[src/rtl/rvcpu.sv]
// Shared CPU core types: register index, issue FSM states and issue depth.
package rvcpu;

  localparam int NUM_REGS           = 32;
  localparam int REG_IDX_W          = $clog2(NUM_REGS);
  localparam int ISSUE_MAX_INFLIGHT = 4;

  typedef logic [REG_IDX_W-1:0] reg_t;

  typedef enum logic [1:0] {
    ST_RUN       = 2'd0,
    ST_BR_WAIT   = 2'd1,
    ST_WFI_DRAIN = 2'd2,
    ST_SLEEP     = 2'd3
  } issue_state_t;

  // x0 is hardwired zero and never tracked as a pending write.
  function automatic logic reg_nonzero(input reg_t r);
    return (r != {REG_IDX_W{1'b0}});
  endfunction

endpackage

[src/rtl/issue_ctrl_chk.sv]
// Protocol checks for the issue controller: retire underflow, inflight bound,
// release of a register that has no outstanding write, x0 never busy.
module issue_ctrl_chk
  import rvcpu::*;
#(
  parameter int MaxInflight = ISSUE_MAX_INFLIGHT,
  parameter int NumRegs     = NUM_REGS,
  localparam int CW = $clog2(MaxInflight + 1)
) (
  input logic               clk,
  input logic               rst,
  input logic               issue_valid,
  input logic               rd_valid,
  input reg_t               rd,
  input logic               retire_valid,
  input logic               retire_rd_valid,
  input reg_t               retire_rd,
  input logic [CW-1:0]      inflight,
  input logic [NumRegs-1:0] busy
);

  // Sample protocol invariants every active cycle.
  always @(posedge clk) begin
    if (rst && retire_valid && !issue_valid) begin
      a_retire_underflow: assert (inflight != {CW{1'b0}});
    end
    if (rst && retire_valid && retire_rd_valid && reg_nonzero(retire_rd) &&
        !(issue_valid && rd_valid && (rd == retire_rd))) begin
      a_reg_underflow: assert (busy[retire_rd]);
    end
    if (rst) begin
      a_inflight_bound: assert (inflight <= CW'(MaxInflight));
      a_x0_idle: assert (!busy[0]);
    end
  end

endmodule

[src/rtl/issue_ctrl_scoreboard.sv]
// Per-register outstanding-write counters with a registered busy vector.
// Register 0 is never tracked. A set and clr of the same register in one
// cycle cancel out.
module issue_ctrl_scoreboard #(
  parameter int NumRegs  = 32,
  parameter int MaxCount = 4,
  localparam int IW = $clog2(NumRegs),
  localparam int CW = $clog2(MaxCount + 1)
) (
  input  logic               clk,
  input  logic               rst,
  input  logic               set,
  input  logic [IW-1:0]      set_rd,
  input  logic               clr,
  input  logic [IW-1:0]      clr_rd,
  output logic [NumRegs-1:0] busy
);

  logic [CW-1:0]      cnt_r      [NumRegs];
  logic [CW-1:0]      cnt_next_s [NumRegs];
  logic [NumRegs-1:0] busy_next_s;
  logic [NumRegs-1:0] busy_r;

  // Next counter values; saturate at both ends so a protocol error cannot wrap.
  always_comb begin
    cnt_next_s[0] = {CW{1'b0}};
    busy_next_s   = {NumRegs{1'b0}};
    for (int r = 1; r < NumRegs; r++) begin
      if (set && (set_rd == IW'(r)) && !(clr && (clr_rd == IW'(r)))) begin
        if (cnt_r[r] != CW'(MaxCount)) begin
          cnt_next_s[r] = cnt_r[r] + CW'(1);
        end else begin
          cnt_next_s[r] = cnt_r[r];
        end
      end else if (clr && (clr_rd == IW'(r)) && !(set && (set_rd == IW'(r)))) begin
        if (cnt_r[r] != {CW{1'b0}}) begin
          cnt_next_s[r] = cnt_r[r] - CW'(1);
        end else begin
          cnt_next_s[r] = cnt_r[r];
        end
      end else begin
        cnt_next_s[r] = cnt_r[r];
      end
      busy_next_s[r] = (cnt_next_s[r] != {CW{1'b0}});
    end
  end

  // Register counters and the busy vector together.
  always_ff @(posedge clk or negedge rst) begin
    if (!rst) begin
      for (int r = 0; r < NumRegs; r++) begin
        cnt_r[r] <= {CW{1'b0}};
      end
      busy_r <= {NumRegs{1'b0}};
    end else begin
      for (int r = 0; r < NumRegs; r++) begin
        cnt_r[r] <= cnt_next_s[r];
      end
      busy_r <= busy_next_s;
    end
  end

  assign busy = busy_r;

endmodule

[src/rtl/issue_ctrl.sv]
// Decode-stage issue controller: RAW scoreboard stall, inflight limit,
// branch hold and WFI drain/sleep sequencing, IF->ID and ID->EX handshake.
module issue_ctrl
  import rvcpu::*;
#(
  parameter int MaxInflight = ISSUE_MAX_INFLIGHT,
  parameter int NumRegs     = NUM_REGS,
  localparam int CW = $clog2(MaxInflight + 1)
) (
  input  logic               clk,
  input  logic               rst,
  input  logic               id_valid,
  input  reg_t               rs1,
  input  logic               rs1_valid,
  input  reg_t               rs2,
  input  logic               rs2_valid,
  input  reg_t               rd,
  input  logic               rd_valid,
  input  logic               is_branch,
  input  logic               is_jal,
  input  logic               is_wfi,
  input  logic               ex_ready,
  input  logic               br_resolve,
  input  logic               flush,
  input  logic               retire_valid,
  input  reg_t               retire_rd,
  input  logic               retire_rd_valid,
  input  logic               irq,
  output logic               issue_valid,
  output logic               id_ready,
  output logic               stall_hazard,
  output logic               sleeping,
  output logic [CW-1:0]      inflight,
  output logic [NumRegs-1:0] busy
);

  issue_state_t       state_r;
  logic               sleeping_r;
  logic [CW-1:0]      inflight_r;
  logic [NumRegs-1:0] busy_s;
  logic               stall_s;
  logic               issue_s;
  logic               ready_s;
  logic               sb_set_s;
  logic               sb_clr_s;

  // Issue decision; hazards use registered busy bits only (no retire bypass).
  // Gated by rst so nothing issues while reset is held.
  always_comb begin
    stall_s = id_valid && ((rs1_valid && busy_s[rs1]) || (rs2_valid && busy_s[rs2]));
    issue_s = rst && id_valid && (state_r == ST_RUN) && !stall_s && ex_ready &&
              (inflight_r < CW'(MaxInflight)) && !flush;
    ready_s = !id_valid || (rst && (issue_s || flush));
    sb_set_s = issue_s && rd_valid && reg_nonzero(rd);
    sb_clr_s = retire_valid && retire_rd_valid && reg_nonzero(retire_rd);
  end

  // Issue FSM; flush returns to RUN from anywhere, irq beats drain completion.
  always_ff @(posedge clk or negedge rst) begin
    if (!rst) begin
      state_r    <= ST_RUN;
      sleeping_r <= 1'b0;
    end else begin
      case (state_r)
        ST_RUN: begin
          sleeping_r <= 1'b0;
          if (issue_s && (is_branch || is_jal)) begin
            state_r <= ST_BR_WAIT;
          end else if (issue_s && is_wfi) begin
            state_r <= ST_WFI_DRAIN;
          end else begin
            state_r <= ST_RUN;
          end
        end
        ST_BR_WAIT: begin
          sleeping_r <= 1'b0;
          if (br_resolve || flush) begin
            state_r <= ST_RUN;
          end else begin
            state_r <= ST_BR_WAIT;
          end
        end
        ST_WFI_DRAIN: begin
          if (flush || irq) begin
            state_r    <= ST_RUN;
            sleeping_r <= 1'b0;
          end else if ((inflight_r == {CW{1'b0}}) && !retire_valid) begin
            state_r    <= ST_SLEEP;
            sleeping_r <= 1'b1;
          end else begin
            state_r    <= ST_WFI_DRAIN;
            sleeping_r <= 1'b0;
          end
        end
        ST_SLEEP: begin
          if (irq || flush) begin
            state_r    <= ST_RUN;
            sleeping_r <= 1'b0;
          end else begin
            state_r    <= ST_SLEEP;
            sleeping_r <= 1'b1;
          end
        end
        default: begin
          state_r    <= ST_RUN;
          sleeping_r <= 1'b0;
        end
      endcase
    end
  end

  // Issued-not-retired count; simultaneous issue and retire cancel, retire at 0 saturates.
  always_ff @(posedge clk or negedge rst) begin
    if (!rst) begin
      inflight_r <= {CW{1'b0}};
    end else if (issue_s && !retire_valid) begin
      inflight_r <= inflight_r + CW'(1);
    end else if (retire_valid && !issue_s) begin
      if (inflight_r != {CW{1'b0}}) begin
        inflight_r <= inflight_r - CW'(1);
      end else begin
        inflight_r <= inflight_r;
      end
    end else begin
      inflight_r <= inflight_r;
    end
  end

  issue_ctrl_scoreboard #(
    .NumRegs  (NumRegs),
    .MaxCount (MaxInflight)
  ) u_scoreboard (
    .clk    (clk),
    .rst    (rst),
    .set    (sb_set_s),
    .set_rd (rd),
    .clr    (sb_clr_s),
    .clr_rd (retire_rd),
    .busy   (busy_s)
  );

  issue_ctrl_chk #(
    .MaxInflight (MaxInflight),
    .NumRegs     (NumRegs)
  ) u_chk (
    .clk             (clk),
    .rst             (rst),
    .issue_valid     (issue_s),
    .rd_valid        (rd_valid),
    .rd              (rd),
    .retire_valid    (retire_valid),
    .retire_rd_valid (retire_rd_valid),
    .retire_rd       (retire_rd),
    .inflight        (inflight_r),
    .busy            (busy_s)
  );

  assign issue_valid  = issue_s;
  assign id_ready     = ready_s;
  assign stall_hazard = stall_s;
  assign sleeping     = sleeping_r;
  assign inflight     = inflight_r;
  assign busy         = busy_s;

endmodule
[config.mk]
export PLATFORM = sky130hd
export DESIGN_NAME = issue_ctrl
export DESIGN_NICKNAME = d
export VERILOG_FILES = /design/src/rtl/rvcpu.sv /design/src/rtl/issue_ctrl_chk.sv /design/src/rtl/issue_ctrl_scoreboard.sv /design/src/rtl/issue_ctrl.sv
export SDC_FILE = /design/constraint.sdc
export NUM_CORES = 1
export LEC_CHECK = 0
export CORE_AREA = 2 2 186 133
export DETAILED_ROUTE_END_ITERATION = 8
export DIE_AREA = 0 0 188 135
export HOLD_SLACK_MARGIN = 0.05
export PLACE_DENSITY = 0.62
export SLEW_MARGIN = 20
export SYNTH_ARGS = -nofsm -noshare
export SYNTH_HDL_FRONTEND = slang
export SYNTH_SLANG_ARGS = --single-unit
[constraint.sdc]
create_clock -name clk -period 3.98 [get_ports clk]
set_input_delay 0.398 -clock clk [delete_from_list [all_inputs] [get_ports clk]]
set_output_delay 0.398 -clock clk [all_outputs]
set_load 0.1 [all_outputs]
==> impl_metrics.json <==
{
  "slew_violations": 0,
  "slew_headroom_pct": 34.2,
  "cts_root_buffer": "clkbuf_16",
  "hold_viol_final": 0,
  "postCtsHoldBufs": 0,
  "p_leak_nw": 5.48,
  "grt.total_usage_pct": 25.1,
  "cellPowerDensity_nw_per_um2": 426,
  "syn_area_per_cell_um2": 8.67,
  "routed_wl_um": 31300,
  "grt_start_max_net_pins": 131,
  "cts_setup_buffers": 0,
  "vias": 9722,
  "fp.dieW_um": 188,
  "cts_buffer_depth": 2,
  "max_freq_mhz": 264,
  "final_common_cell": "nand2_1",
  "ys_seq_area_share_pct": 30.3,
  "grt_pass1_vias": 9050,
  "drtIter0Drc": 869,
  "register_area_um2": 3260,
  "fin_ws_ns": 0.186,
  "worstSkewPairLatency_ns": 0.44,
  "diodes": 0,
  "ant_nets": 0,
  "cts_htree_levels": 4,
  "place_inst": 1654,
  "ys_seq_elements": 130,
  "ys_types": 76,
  "period_share_pct": 95.3,
  "multi_input_area_um2": 6950,
  "wl_per_cell_um": 18.6,
  "fill_cells": 2047,
  "start_kind": "primary input",
  "io_pins": 74,
  "tns_ns": 0,
  "cts_tree": "built",
  "crit_fanout": 14,
  "drc": 0,
  "worst-endpoint-required_ns": 3.58,
  "path_clk_slew_ns": 0.07,
  "drive_above_1_share_pct": 12.2,
  "ys.flop_type": "dfrtp_1",
  "area_growth_pct": 19.9,
  "synth_edf_count": 0,
  "start_util_pct": 45.8,
  "ir_drop_mv": 0.348,
  "whs_ns": 0.0887,
  "cts_resized": 0,
  "grt_pass1_wl_um": 49400,
  "port_buffers": 72,
  "criticalPathCategory": "in2out",
  "status": "completed",
  "instances_no_fill": 1686,
  "dieArea_um2": 25400,
  "dpl.hpwl_um": 24600,
  "skew_ns": 0.0140,
  "fp.dieH_um": 135,
  "worst_pin_slew_ns": 0.985,
  "syn-num-nets": 1369,
  "synthArstFlopShare_pct": 100,
  "routabilityCongestion": 0.925,
  "setup_viol": 0,
  "antenna_found_initial": 0,
  "drt_pass1_iterations": 6,
  "clock_sinks": 130,
  "synth_warnings": 0,
  "hold_path.class": "in2async",
  "place_ws_ns": -0.0905,
  "cap_violations": 0,
  "timing.rr.start": "u_scoreboard.busy[19]",
  "synth_top_cell_area_share_pct": 30.3,
  "crit_start": "rs2[0]",
  "grt-ovfl-total": 0,
  "vias_per_cell": 5.77,
  "postSynthCellCount": 1239,
  "post-route-min-period_ns": 3.79,
  "layout_common_cells": "nand2_1 (163), dfrtp_1 (126), inv_1 (102), ha_1 (94), nor2_1 (87)",
  "coreArea_um2": 23500,
  "endpoint_kind": "output port",
  "synthTopCellsByArea": "dfrtp_1 (30%), ha_1 (11%), mux2i_1 (6.4%), nand2_1 (5.7%), inv_1 (3.6%)",
  "nNetsFinal": 1485,
  "placementRows": 47,
  "cts_made_buffers": 17,
  "syn-cell-area_um2": 10700,
  "synth_top_area_cell": "dfrtp_1",
  "cp.arrival_ns": 3.40,
  "rsz0062_at_grt": "no"
}
[sequential cells by signal, summed over array words and instances (netlist names)]
register	cells
sleeping	1
state_r	2
u_scoreboard.cnt_r	93
u_scoreboard.busy	31
inflight	3
[routing by layer]
layer,vias up,track usage (%),part of all wire [%]
li1,4667,-,-
met1,4668,36.4,48
met2,344,37.1,42
met3,43,5.90,8.1
met4,0,7.52,2.1
met5,-,0,0
[cell families after synthesis]
logic type,share of synthesized area [%]
simple gates,26.8
flops,30.3
compound gates,12.3
fa+ha+maj,11.1
buf+inv,5.28
xor+xnor,2.77
mux,11.5
other cells,0.0349
[worst paths after layout]
path / to / slack [ns] / depth (start not counted)
max in group asynchronous: u_scoreboard.busy[17] / 3.22 / 2
worst max register to register: u_scoreboard.busy[31] / 0.46 / 9
min in group clk: u_scoreboard.cnt_r[18] / 0.52 / 1
worst max-delay path: id_ready / 0.19 / 9
worst min-delay path: state_r[1] / 0.09 / 2
worst min register to register: u_scoreboard.cnt_r[18] / 0.52 / 1
[critical path, stage by stage]
cell,delay [ns]
clkdlybuf4s50_1,0.62
mux4_2,0.54
o2111a_1,0.29
o41a_2,0.59
buf_12,0.20
nor4b_1,0.32
o21ai_0,0.13
nand2_1,0.13
buf_12,0.18
[synthesized netlist by cell type, drive strengths merged, types with 29 or more instances]
cell,n
clkbuf,30
dfrtp,130
ha,94
inv,102
o21ai,39
nand3,62
mux2i,69
xnor2,34
nor2,87
nor3,45
nand2,163
a21oi,30
or3,29
[per-stage QoR]
stage,area [um2],util [%],power (W)
CTS,12900,54.9,0.00550
floorplan,10800,-,0.00327
global placement,12300,52.4,0.00390
global route,12900,54.9,0.00575
detailed placement,12300,52.4,0.00392
finish,12900,54.9,0.00548
[power breakdown]
group	total, W	switching (W)	leakage [nW]	internal [W]
sequential	0.00181	0.000271	1.62	0.00153
combinational	0.00212	0.00140	3.59	0.000718
clock	0.00156	0.000623	0.267	0.000934
[layout make-up]
type / count / share of cell area (%)
clock buffers: 19 / 3.44
clock inverters: 13 / 1.07
inverters: 102 / 2.97
multi-input cells: 966 / 54.0
flip-flops and latches: 130 / 25.3
well taps: 318 / 3.09
repair buffers: 138 / 10.2
No activity file was read; power rests on OpenSTA's default activity.
